$ cat src/rtl/hazard_flush_controller.sv
// hazard_flush_controller: front-end redirect/flush/stall sequencing with saturating debug counters.
module hazard_flush_controller #(
  parameter int FLUSH_CYCLES = 1,
  parameter int STALL_CYCLES = 1,
  parameter int CNT_W = 16
) (
  input  logic             clk,
  input  logic             reset_n,
  input  logic             Conditional,
  input  logic             JALR_Instr,
  input  logic             JAL_Instr,
  input  logic             Load_Use,
  output logic [1:0]       PC_Sel,
  output logic             PC_Load,
  output logic             IF_ID_Load,
  output logic             reset_IF_ID,
  output logic             reset_ID_EX,
  output logic [CNT_W-1:0] redirect_count,
  output logic [CNT_W-1:0] stall_count
);
  localparam int MAXC = FLUSH_CYCLES > STALL_CYCLES ? FLUSH_CYCLES : STALL_CYCLES;
  localparam int CW = $clog2(MAXC + 1);
  typedef enum logic [1:0] {RUN, FLUSH, STALL} state_t;
  state_t state, state_nx;
  logic [CW-1:0] cnt, cnt_nx;
  logic redirect, stall_ev, ex;
  assign ex = Conditional | JALR_Instr;
  always_comb begin
    state_nx = state;
    cnt_nx = cnt;
    PC_Sel = 2'b11;
    PC_Load = 1'b1;
    IF_ID_Load = 1'b1;
    reset_IF_ID = 1'b0;
    reset_ID_EX = 1'b0;
    redirect = 1'b0;
    stall_ev = 1'b0;
    if (!reset_n) begin
      PC_Load = 1'b0;
      IF_ID_Load = 1'b0;
      reset_IF_ID = 1'b1;
      reset_ID_EX = 1'b1;
    end else if (state == FLUSH) begin
      reset_IF_ID = 1'b1;
      cnt_nx = cnt - CW'(1);
      state_nx = cnt == CW'(1) ? RUN : FLUSH;
    end else if (ex || (JAL_Instr && state == RUN)) begin
      // EX redirects also squash ID/EX; a JAL in ID leaves it intact
      redirect = 1'b1;
      PC_Sel = Conditional ? 2'b00 : JALR_Instr ? 2'b01 : 2'b10;
      reset_IF_ID = 1'b1;
      reset_ID_EX = ex;
      state_nx = FLUSH_CYCLES > 1 ? FLUSH : RUN;
      cnt_nx = CW'(FLUSH_CYCLES - 1);
    end else if (state == STALL) begin
      PC_Load = 1'b0;
      IF_ID_Load = 1'b0;
      reset_ID_EX = 1'b1;
      cnt_nx = cnt - CW'(1);
      state_nx = cnt == CW'(1) ? RUN : STALL;
    end else if (Load_Use) begin
      PC_Load = 1'b0;
      IF_ID_Load = 1'b0;
      reset_ID_EX = 1'b1;
      stall_ev = 1'b1;
      state_nx = STALL_CYCLES > 1 ? STALL : RUN;
      cnt_nx = CW'(STALL_CYCLES - 1);
    end
  end
  always_ff @(posedge clk or negedge reset_n) begin
    if (!reset_n) begin
      state <= RUN;
      cnt <= '0;
      redirect_count <= '0;
      stall_count <= '0;
    end else begin
      state <= state_nx;
      cnt <= cnt_nx;
      if (redirect && !(&redirect_count)) redirect_count <= redirect_count + CNT_W'(1);
      if (stall_ev && !(&stall_count)) stall_count <= stall_count + CNT_W'(1);
    end
  end
endmodule

$ cat config.mk
export PLATFORM = sky130hd
export DESIGN_NAME = hazard_flush_controller
export DESIGN_NICKNAME = d
export VERILOG_FILES = /design/src/rtl/hazard_flush_controller.sv
export SDC_FILE = /design/constraint.sdc
export NUM_CORES = 1
export LEC_CHECK = 0
export ABC_CLOCK_PERIOD_IN_PS = 2600
export BUFFER_PORTS_ARGS = -buffer_cell sky130_fd_sc_hd__buf_4
export CORE_MARGIN = 2
export CORE_UTILIZATION = 25
export DETAILED_ROUTE_END_ITERATION = 12
export GPL_TIMING_DRIVEN = 1
export HOLD_SLACK_MARGIN = 0.05
export RECOVER_POWER = 100
export SYNTH_ARGS = -nofsm -noshare
export SYNTH_HDL_FRONTEND = slang
export SYNTH_SLANG_ARGS = --single-unit
export TNS_END_PERCENT = 10
$ cat constraint.sdc
create_clock -name clk -period 2.6 [get_ports clk]
set_input_delay 0.65 -clock clk [delete_from_list [all_inputs] [get_ports clk]]
set_output_delay 0.65 -clock clk [all_outputs]
set_load 0.02 [all_outputs]
==> reports/metrics.yaml, run 1 <==
crit_cells: 5
antenna_cells: 0
die_height_microns: 89.8
synthCells: 177
crit_path_end_kind: "output port"
grt_pass1_wl_microns: 6700
cp_slowest_stage_delay_ps: 340
clock_latency_ps: 280
critPathSlowestCell: "or2_1"
worst_slack_ps: 152
ir_worst_vdd_v: 0.000397
syn_avg_cell_area_sq_um: 10.4
slew_headroom_pct: 41.2
grt_pass1_vias: 1421
cellPowerDensity_nw_per_um2: 648
status: "finished clean"
skew_ps: 5.64
grtUsageMet1_pct: 12.9
cp.buffers_inverters: 2
dp_hpwl_microns: 2860
hold_violations: 0
yosysSeqAreaShare_pct: 47.6
grt_max_degree: 44
yosysUniqueCellTypes: 43
wl_per_cell_microns: 11.9
startpoint: "Conditional"
cap_viol_max_count: 0
tns_ps: 0
grt.overflow.total: 0
core_area_sq_um: 7180
cp_top_family: "compound AO/OA/AOI/OAI gates"
start_util_pct: 25.7
syn_area_sq_um: 1840
timing.rr.start: "stall_count[0]"
worstPathCellList: "clkbuf_4 > or2_1 > a21oi_1 > a21boi_0 > buf_4"
htreeDepth: 2
cts_sinks: 35
worstPathMaxFanout: 7
fp.dieW_microns: 89.8
cts_buffers: 5
fin_crit_sh_pct: 94.2
drt-pass1-iter-count: 3
worstRegToRegCells: 6
areaGrowthSynthToFinish_pct: 19.0
dieArea_sq_um: 8070
p_total_mw: 1.42
rows: 31
clock-root-buffer: "clkbuf_8"
fmax_mhz: 408
ys_ff_latch: 35
grt.met3_usage_pct: 2.77
drt-total-wl_microns: 3880
grt-busiest-layer: "met2"
num_vias: 1492
postCtsHoldBufs: 0
tightest_slew_ps: 875
port_buffers: 43
cts_tree: "done"
drc: 0
p_leak_nw: 0.913
timing.reg2reg.setup_slack_ps: 300
grt_use_met2_pct: 16.4
setup_viol: 0
gp_congestion: 0.712
yosysWarningCount: 0
pin_count: 44
clockBufferDepth: 2
vias_per_cell: 4.59
post-place-ws_ps: 148
nets: 233
synth_nets: 185
ant_nets: 0
cp-endpoint: "IF_ID_Load"
worstPathRequired_ps: 1950
cts_resized: 0
gr-usage-all-layers_pct: 10.1
drv_slew: 0
timing.rr.end: "stall_count[5]"
worstPathArrival_ps: 1800
layout_min_cycle_time_ps: 2450
drive_gt1_share_pct: 9.73
postCtsSetupRepairBufs: 0
rsz0062_at_grt: "no"
critical_path_class: "in -> out"
hp-class: "reg -> reg"
cp-start-kind: "input pin"
drt_iter0_markers: 30
cts.clk_slew.worst_paths_ps: 70
antenna_found_initial: 0
-- through the flow --
stage / instances / instance area, sq um / utilization, % / hold WS, ps
final: 325 / 2190 / 30.5 / 490
after global routing: 325 / 2190 / 30.5 / 528
after CTS: 325 / 2360 / 32.9 / 470
after detailed placement: 317 / 2270 / 31.7 / 490
after global placement: 317 / 2270 / 31.7 / 488
after floorplan: 177 / 1840 / - / 354
-- report_power, final --
group          internal [mW]  total [mW]  switching [mW]
registers              0.617       0.715          0.0983
clock network          0.183       0.376           0.193
logic                  0.119       0.330           0.211
-- worst min-delay path by stage --
stage | depth (start not counted) | end | slack [ps] | startpoint
2_1_floorplan | 0 | cnt | 350 | reset_n
3_3_place_gp | 1 | stall_count[14] | 490 | stall_count[14]
3_5_place_dp | 1 | stall_count[14] | 490 | stall_count[14]
4_1_cts | 2 | state[1] | 470 | reset_n
5_1_grt | 1 | stall_count[14] | 530 | stall_count[14]
6_report | 1 | stall_count[14] | 490 | stall_count[14]
-- cell usage in the layout, fill, tap and decap left out, types with 2 or more instances in the layout --
master	Yosys	final
xor2_1	8	8
nor2b_1	3	3
o21a_1	2	2
xnor2_1	19	19
nand3_1	10	10
clkbuf_1	1	36
o31ai_1	1	2
buf_4	1	8
dfrtp_1	35	35
a21boi_0	2	2
ha_1	2	2
nor2_1	5	5
nor3_2	2	2
clkinv_2	0	3
nor4_1	1	3
inv_1	4	4
nand4_1	15	15
a21oi_1	5	6
a31oi_1	2	2
o21ai_0	4	4
clkbuf_8	0	5
and3_1	8	8
nor3_1	5	5
clkbuf_2	0	2
o211ai_1	1	2
nand2_1	18	18
-- cell families (layout without fill, tap and decap cells) --
family          Yosys count  in the layout  share of synthesized area [%]
compound gates           25             25                           10.7
fa+ha+maj                 3              3                           1.90
buf+inv                  10             59                           3.19
simple gates             76             76                           23.2
flops                    35             35                           47.6
mux                       1              1                          0.611
xor+xnor                 27             27                           12.8
-- cell usage after synthesis --
library cell	n	area share [%]
o31ai_2	1	0.68
a31oi_1	2	0.68
xor2_1	8	3.8
and3_1	8	2.7
nor3_2	2	1.1
o211ai_2	1	0.68
a21o_1	1	0.41
o221ai_1	1	0.48
a2111oi_4	1	1.5
a21oi_1	5	1.4
clkbuf_1	1	0.20
o211ai_1	1	0.41
or4b_1	1	0.54
o21ai_0	4	1.1
or2_1	1	0.34
dfrtp_1	35	48
a21boi_0	2	0.81
buf_4	1	0.41
nand3_1	10	2.7
maj3_1	1	0.54
buf_2	2	0.54
nor2b_1	3	1.0
buf_6	2	1.2
nand2b_1	1	0.34
nand2_1	18	3.7
nor4_1	1	0.34
a41oi_1	1	0.48
o21a_1	2	0.81
nor3b_1	1	0.41
ha_1	2	1.4
nor4_2	2	1.4
nand4_1	15	5.1
o31ai_1	1	0.41
or3_1	1	0.34
and4_1	1	0.48
nor3_1	5	1.4
nor2_1	5	1.0
o31a_1	1	0.48
inv_1	4	0.81
xnor2_1	19	9.0
mux2_1	1	0.61
a21oi_2	1	0.48
and2_1	1	0.34
-- registers in the layout, indices dropped and copies added (netlist names) --
| name | count |
|---|---|
| redirect_count | 16 |
| stall_count | 16 |
| cnt | 1 |
| state | 2 |
-- final cells by class --
type                    count  area, sq um
multi-input cells         132          881
well taps                  99          124
flip-flops and latches     35          876
clock inverters             3         15.0
clock buffers               5         68.8
fillers                   781         4980
repair buffers             47          213
inverters                   4         15.0
-- worst reg2reg max path, cell delays in order (launching register included) --
cell,delay [ps]
dfrtp_1,440
ha_1,210
and4_1,220
nand4_1,190
o31ai_1,800
nor2_1,140
xor2_1,180
-- metal layers --
layer | wire length, microns | share of wire (%)
met1 | 1820 | 47
met2 | 1860 | 48
met5 | 0 | 0
met3 | 169 | 4.4
met4 | 36 | 0.93
Note: power is estimated with default switching activity, not from simulation.
==> run 2, diff against run 1 <==
--- a/config.mk
+++ b/config.mk
@@ -5,6 +5,7 @@
 export SDC_FILE = /design/constraint.sdc
 export NUM_CORES = 1
 export LEC_CHECK = 0
+export ABC_AREA = 1
 export ABC_CLOCK_PERIOD_IN_PS = 2600
 export BUFFER_PORTS_ARGS = -buffer_cell sky130_fd_sc_hd__buf_4
 export CORE_MARGIN = 2
==> run 2 against run 1 <==
  * Sequential power increased by 4.9%
  * Core utilization decreased by 0.34 points
  * Combinational power increased by 51%
  * Flip-flop and latch count unchanged
  * Worst hold slack got worse by 6.5 ps
  * Maximum frequency increased by 7.5%
  * Clock skew increased by 0.84 ps
  * Critical endpoint unchanged
  * Largest cell class unchanged
  * Largest power group unchanged
  * Highest routed layer unchanged
==> reports/metrics.yaml, run 2 <==
htreeDepth: 2  # unchanged
nets: 396  # +70%
yosysSeqAreaShare_pct: 38.3  # -9.3 points
slew_headroom_pct: 28.6  # -13 points
start_util_pct: 26.0  # +0.33 points
clock_latency_ps: 290  # about the same
cellPowerDensity_nw_per_um2: 664  # +2.4%
setup_viol: 0  # unchanged
fin_crit_sh_pct: 87.6  # -6.6 points
drt-total-wl_microns: 5450  # +40%
synth_top_cells_by_area: "dfrtp_1, nand2_1, nor2_1"
dp_hpwl_microns: 3890  # +36%
core_area_sq_um: 8810  # +23%
ys.flop_type: "dfrtp_1"
fillers: 956  # +22%
layout_commonest_cell: "nand2_1"
synth_fa_ha_area_share_pct: 1.09  # -0.81 points
cts_buffers: 5  # unchanged
switchingPower_uw: 673  # +34%
regArea_sq_um: 876  # unchanged
p_comb_share_pct: 28.3  # +5.1 points
rsz0062_at_grt: "no"
seqPwrFrac_pct: 42.5  # -7.8 points
drt_iter0_markers: 65  # +120%
cp.buffers_inverters: 2  # unchanged
num_vias: 2211  # +48%
multiInputGateArea_sq_um: 1230  # +40%
cp_top_family: "flip-flops"
synth_common_cells: "nand2_1, nor2_1, dfrtp_1"
synth_compound_area_share_pct: 3.77  # -7.0 points
p_total_mw: 1.77  # +24%
final_area_sq_um: 2660  # +21%
cts_sinks: 35  # unchanged
vias_per_cell: 4.45  # -3.1%
cts.clk_slew.worst_paths_ps: 70  # about the same
yosysWarningCount: 0  # unchanged
worstPathCellList: "nand2_1 > inv_1 > or2_2 > a21oi_1 > clkbuf_1"
cp_slowest_stage_delay_ps: 430  # +90 ps
power_frac_clock_pct: 29.3  # +2.9 points
port_buffers: 43  # unchanged
critPathSlowestCell: "dfrtp_1"
cts_tree: "done"
utilization_pct: 30.2  # -0.34 points
yosys.area_share.simple_pct: 44.9  # +22 points
worstPathRequired_ps: 1950  # about the same
yosysUniqueCellTypes: 22  # -49%
postPlaceCellArea_sq_um: 2710  # +19%
layout_common_cells: "nand2_1, nor2_1, clkbuf_1"
p_int_mw: 1.09  # +19%
fp.dieW_microns: 99.7  # +11%
yosysTopAreaCell: "dfrtp_1"
clockBufferDepth: 2  # unchanged
reg.largest.list: "redirect_count: 16 flops, stall_count: 16 flops, state: 2 flops"
drive_gt1_share_pct: 7.46  # -2.3 points
dieArea_sq_um: 9940  # +23%
hp-class: "reg -> reg"
post-place-ws_ps: 456  # +308 ps
synth_xor_area_share_pct: 4.97  # -7.9 points
p_leak_nw: 1.24  # +36%
worstPathArrival_ps: 1630  # -170 ps
wl_per_cell_microns: 11.0  # -8.2%
layout_min_cycle_time_ps: 2280  # -171 ps
tns_ps: 0  # unchanged
status: "finished clean"
cts_resized: 0  # unchanged
worstPathMaxFanout: 4  # -3
cap_viol_max_count: 0  # unchanged
grt.overflow.total: 0  # unchanged
synth_nets: 350  # +89%
antenna_found_initial: 0  # unchanged
skew_ps: 6.48  # +0.841 ps
synthArstFlopShare_pct: 100  # unchanged
grt_pass1_vias: 2031  # +43%
synth_edf_count: 0  # unchanged
hold_violations: 0  # unchanged
switching_share_pct: 38.1  # +2.8 points
ant_nets: 0  # unchanged
rows: 34  # +9.7%
synthMostInstantiatedCell: "nand2_1"
syn_area_sq_um: 2290  # +24%
synthCells: 342  # +93%
tightest_slew_ps: 1070  # +193 ps
drc: 0  # unchanged
worst_slack_ps: 323  # +171 ps
pin_count: 44  # unchanged
critical_path_class: "reg -> out"
drt-pass1-iter-count: 4  # +1
grt_pass1_wl_microns: 9400  # +40%
areaGrowthSynthToFinish_pct: 16.2
gr-usage-all-layers_pct: 11.5  # +1.5 points
crit_path_end_kind: "output port"
postCtsHoldBufs: 0  # unchanged
synth_top_family_by_area: "simple AND/OR/NAND/NOR gates"
clock-root-buffer: "clkbuf_8"
grt_max_degree: 38  # -14%
drv_slew: 0  # unchanged
die_height_microns: 99.7  # +11%
cp-start-kind: "flip-flop"
syn_avg_cell_area_sq_um: 6.70  # -36%
postCtsSetupRepairBufs: 0  # unchanged
yosysTopAreaCellShare_pct: 38.3  # -9.3 points
muxShareOfSynthArea_pct: 0  # -0.61 points
fmax_mhz: 439  # +7.5%
antenna_cells: 0  # unchanged
gp_congestion: 0.814  # +14%
ir_worst_vdd_v: 0.000230  # -42%
ys_ff_latch: 35  # unchanged
-- run 2: cell types whose count changed in the layout (fill, tap and decap cells not counted), moves of 5 or more --
cell     change
o21ai_0      +7
nand3_1      +8
inv_1       +24
xnor2_1     -10
nor2_1      +34
nand4_1      -6
nand2_1    +143
and3_1       -8
nor3_1       -5
-- run 2: layout make-up --
type | count | share of cell area (%)
clock inverter | 2 | 1.32
timing repair buffer | 44 | 7.10
tap | 108 | 5.08
clock buffer | 6 | 3.10
multi-input combinational | 272 | 46.2
sequential | 35 | 32.9
inverter | 30 | 4.23
-- run 2: cells by family (layout without fill, tap and decap cells) --
group,after synthesis,after routing
AND/OR/NAND/NOR,242,242
buffers and inverters,35,82
flip-flops,35,35
adder cells (fa/ha/maj),2,2
XOR/XNOR,13,13
AO/OA/AOI/OAI,15,15
-- run 2: final timing paths --
kind | from | endpoint | slack [ps] | cells after the start
max in group asynchronous | reset_n | stall_count[9] | 1310 | 2
max reg2reg | redirect_count[0] | redirect_count[15] | 420 | 8
min reg2reg | cnt | cnt | 480 | 2
min | cnt | cnt | 480 | 2
min in group asynchronous | reset_n | redirect_count[12] | 690 | 2
max | state[1] | IF_ID_Load | 320 | 5
-- run 2: metal layers --
layer	vias up	GRT usage [%]	routed length [microns]
met5	-	0	0
met4	0	2.85	42
met3	5	2.39	240
met2	56	18.9	2400
met1	994	15.6	2760
li1	1156	-	-
-- run 2: worst reg2reg max path, stage by stage (launching register included) --
cell and delay (ps):
dfrtp_1 470, ha_1 270, nand3_2 120, inv_2 40
nand2_1 110, nor2_2 50, nor2_1 800, nand3_1 160
nand2_1 120
-- run 2: per-stage QoR --
step	std cells	hold WS [ps]
final	497	484
after global routing	497	537
after global placement	489	464
after detailed placement	489	466
after CTS	497	444
after floorplan	342	354
-- run 2: power groups by stage --
stage | Sequential, mW | Combinational, mW | Clock (mW)
after floorplan | 0.820 | 0.316 | 0
after global placement | 0.759 | 0.575 | 0
after detailed placement | 0.761 | 0.580 | 0
after CTS | 0.750 | 0.584 | 0.534
after global routing | 0.769 | 0.569 | 0.550
final | 0.750 | 0.499 | 0.517
==> run 3, diff against run 2 <==
--- a/config.mk
+++ b/config.mk
@@ -6,7 +6,7 @@
 export NUM_CORES = 1
 export LEC_CHECK = 0
 export ABC_AREA = 1
-export ABC_CLOCK_PERIOD_IN_PS = 2600
+export ABC_CLOCK_PERIOD_IN_PS = 2100
 export BUFFER_PORTS_ARGS = -buffer_cell sky130_fd_sc_hd__buf_4
 export CORE_MARGIN = 2
 export CORE_UTILIZATION = 25
==> constraint.sdc (replaced) <==
create_clock -name clk -period 2.1 [get_ports clk]
set_input_delay 0.525 -clock clk [delete_from_list [all_inputs] [get_ports clk]]
set_output_delay 0.525 -clock clk [all_outputs]
set_load 0.02 [all_outputs]
==> run 3 against run 2 <==
  * Global-route usage increased by 0.76 points
  * Flip-flop and latch count unchanged
  * Setup slack worse by 260 ps
  * Total power up 21%
  * Clock-buffer cell count is 2 higher
  * Register-to-register slack lost 210 ps
  * Final area up 1.7%
  * Routed wire length up 1.5%
  * Largest cell class unchanged
  * Critical path type unchanged
  * Die area stayed put
==> reports/metrics.yaml, run 3 (synthesis results as in run 2) <==
pin_count: 44  # unchanged
cellPowerDensity_nw_per_um2: 791  # +19%
hold_violations: 0  # unchanged
worstPathCellList: "nor2_2 > nand2_1 > nand2_2 > nand2_2 > inv_1 > o21ai_0 > buf_4"
rsz0062_at_grt: "yes"
dieArea_sq_um: 9940  # unchanged
tightest_slew_ps: 693  # -374 ps
cp.buffers_inverters: 2  # unchanged
antenna_found_initial: 0  # unchanged
grt.overflow.total: 0  # unchanged
worstPathMaxFanout: 4  # unchanged
cts_sinks: 35  # unchanged
ant_nets: 0  # unchanged
setup_viol: 0  # unchanged
htreeDepth: 2  # unchanged
cp_common_cell: "nand2_2"
dp_hpwl_microns: 4100  # +5.2%
drt-pass1-iter-count: 6  # +2
layout_commonest_cell: "nand2_1"
drt-total-wl_microns: 5530  # +1.5%
drc: 0  # unchanged
areaGrowthSynthToFinish_pct: 18.1
worstPathRequired_ps: 1570  # -380 ps
clock-root-buffer: "clkbuf_8"
grt_pass1_wl_microns: 10000  # +6.6%
utilization_pct: 30.7  # +0.51 points
post-place-ws_ps: 175  # -280 ps
cap_viol_max_count: 0  # unchanged
wl_per_cell_microns: 11.1  # +1.1%
worstPathArrival_ps: 1510  # -120 ps
fmax_mhz: 491
antenna_cells: 0  # unchanged
drv_slew: 0  # unchanged
drt_iter0_markers: 53  # -18%
cts_tree: "done"
vias_per_cell: 4.43  # -0.36%
slew_headroom_pct: 53.8  # +25 points
num_vias: 2212  # +0.045%
skew_ps: 3.73  # -2.75 ps
drive_gt1_share_pct: 9.72  # +2.3 points
postPlaceCellArea_sq_um: 2710  # +0.28%
p_total_mw: 2.14  # +21%
final_area_sq_um: 2710  # +1.7%
ir_worst_vdd_v: 0.000286  # +24%
status: "finished clean"
cp_top_family: "flip-flops"
reg.largest.list: "redirect_count: 16 flops, stall_count: 16 flops, state: 2 flops"
gr-usage-all-layers_pct: 12.3  # +0.76 points
layout_min_cycle_time_ps: 2040
layout_common_cells: "nand2_1, nor2_1, clkbuf_1, dfrtp_1, inv_1"
rows: 34  # unchanged
cp_slowest_stage_delay_ps: 450  # +20 ps
cts.clk_slew.worst_paths_ps: 70  # about the same
worst_slack_ps: 63.4  # -259 ps
gp_congestion: 0.812  # -0.25%
p_leak_nw: 1.26  # +1.6%
grt_pass1_vias: 2179  # +7.3%
nets: 398  # +0.51%
core_area_sq_um: 8810  # unchanged
hp-class: "in -> async"
cts_buffers: 5  # unchanged
clockBufferDepth: 2  # unchanged
start_util_pct: 26.0  # unchanged
crit_path_end_kind: "output port"
cp-start-kind: "flip-flop"
port_buffers: 43  # unchanged
clock_latency_ps: 290  # about the same
grt_max_degree: 28  # -26%
critPathSlowestCell: "dfrtp_2"
die_height_microns: 99.7  # unchanged
critical_path_class: "reg -> out"
fin_crit_sh_pct: 97.0
fp.dieW_microns: 99.7  # unchanged
run 3: changes by cell type in the layout (fill, tap and decap cells not counted), sizes merged:
cell,delta
buf,+6
bufinv,-1
clkbuf,-2
inv,-1
run 3: path summary, 6_finish.rpt:
check                                  startpoint                  to  slack (ps)  cells after the start
worst max register to register  redirect_count[0]   redirect_count[5]         210                      7
min in group clk                              cnt                 cnt         490                      2
worst max-delay path                     state[1]           PC_Sel[0]          60                      7
worst min-delay path                      reset_n  redirect_count[14]         210                      2
worst min register to register                cnt                 cnt         490                      2
max in group asynchronous                 reset_n            state[1]         950                      3
run 3: what timing repair did:
item / CTS / global route
hold endpoints to repair: 0 / 0
hold buffers: 0 / 0
gates resized for setup: 0 / 6
pin swaps: 0 / 1
buffers inserted: 1 / 0
setup endpoints to repair: 2 / 19
run 3: layout make-up:
type / count / area [sq um]
Timing Repair Buffer: 46 / 219
Sequential cell: 35 / 877
Fill cell: 965 / 6100
Multi-Input combinational cell: 272 / 1260
Clock buffer: 8 / 100
Tap cell: 108 / 135
Inverter: 30 / 113
run 3: where the power goes:
part | switching [mW] | internal [mW]
logic | 0.455 | 0.210
clock network | 0.247 | 0.300
registers | 0.150 | 0.780
total | 0.851 | 1.29
run 3: metrics by stage:
| step | TNS [ps] | instances | hold slack [ps] |
|---|---|---|---|
| 2_1_floorplan | 0 | 342 | 229 |
| 3_3_place_gp | 0 | 490 | 465 |
| 3_5_place_dp | 0 | 490 | 467 |
| 4_1_cts | -6.70 | 499 | 172 |
| 5_1_grt | -119 | 499 | 241 |
| 6_report | 0 | 499 | 212 |
run 3: layer usage:
layer | global-route usage, % | wire length, microns
met1 | 16.6 | 2810
met2 | 20.0 | 2430
met3 | 2.53 | 223
met4 | 3.37 | 57
met5 | 0 | 0
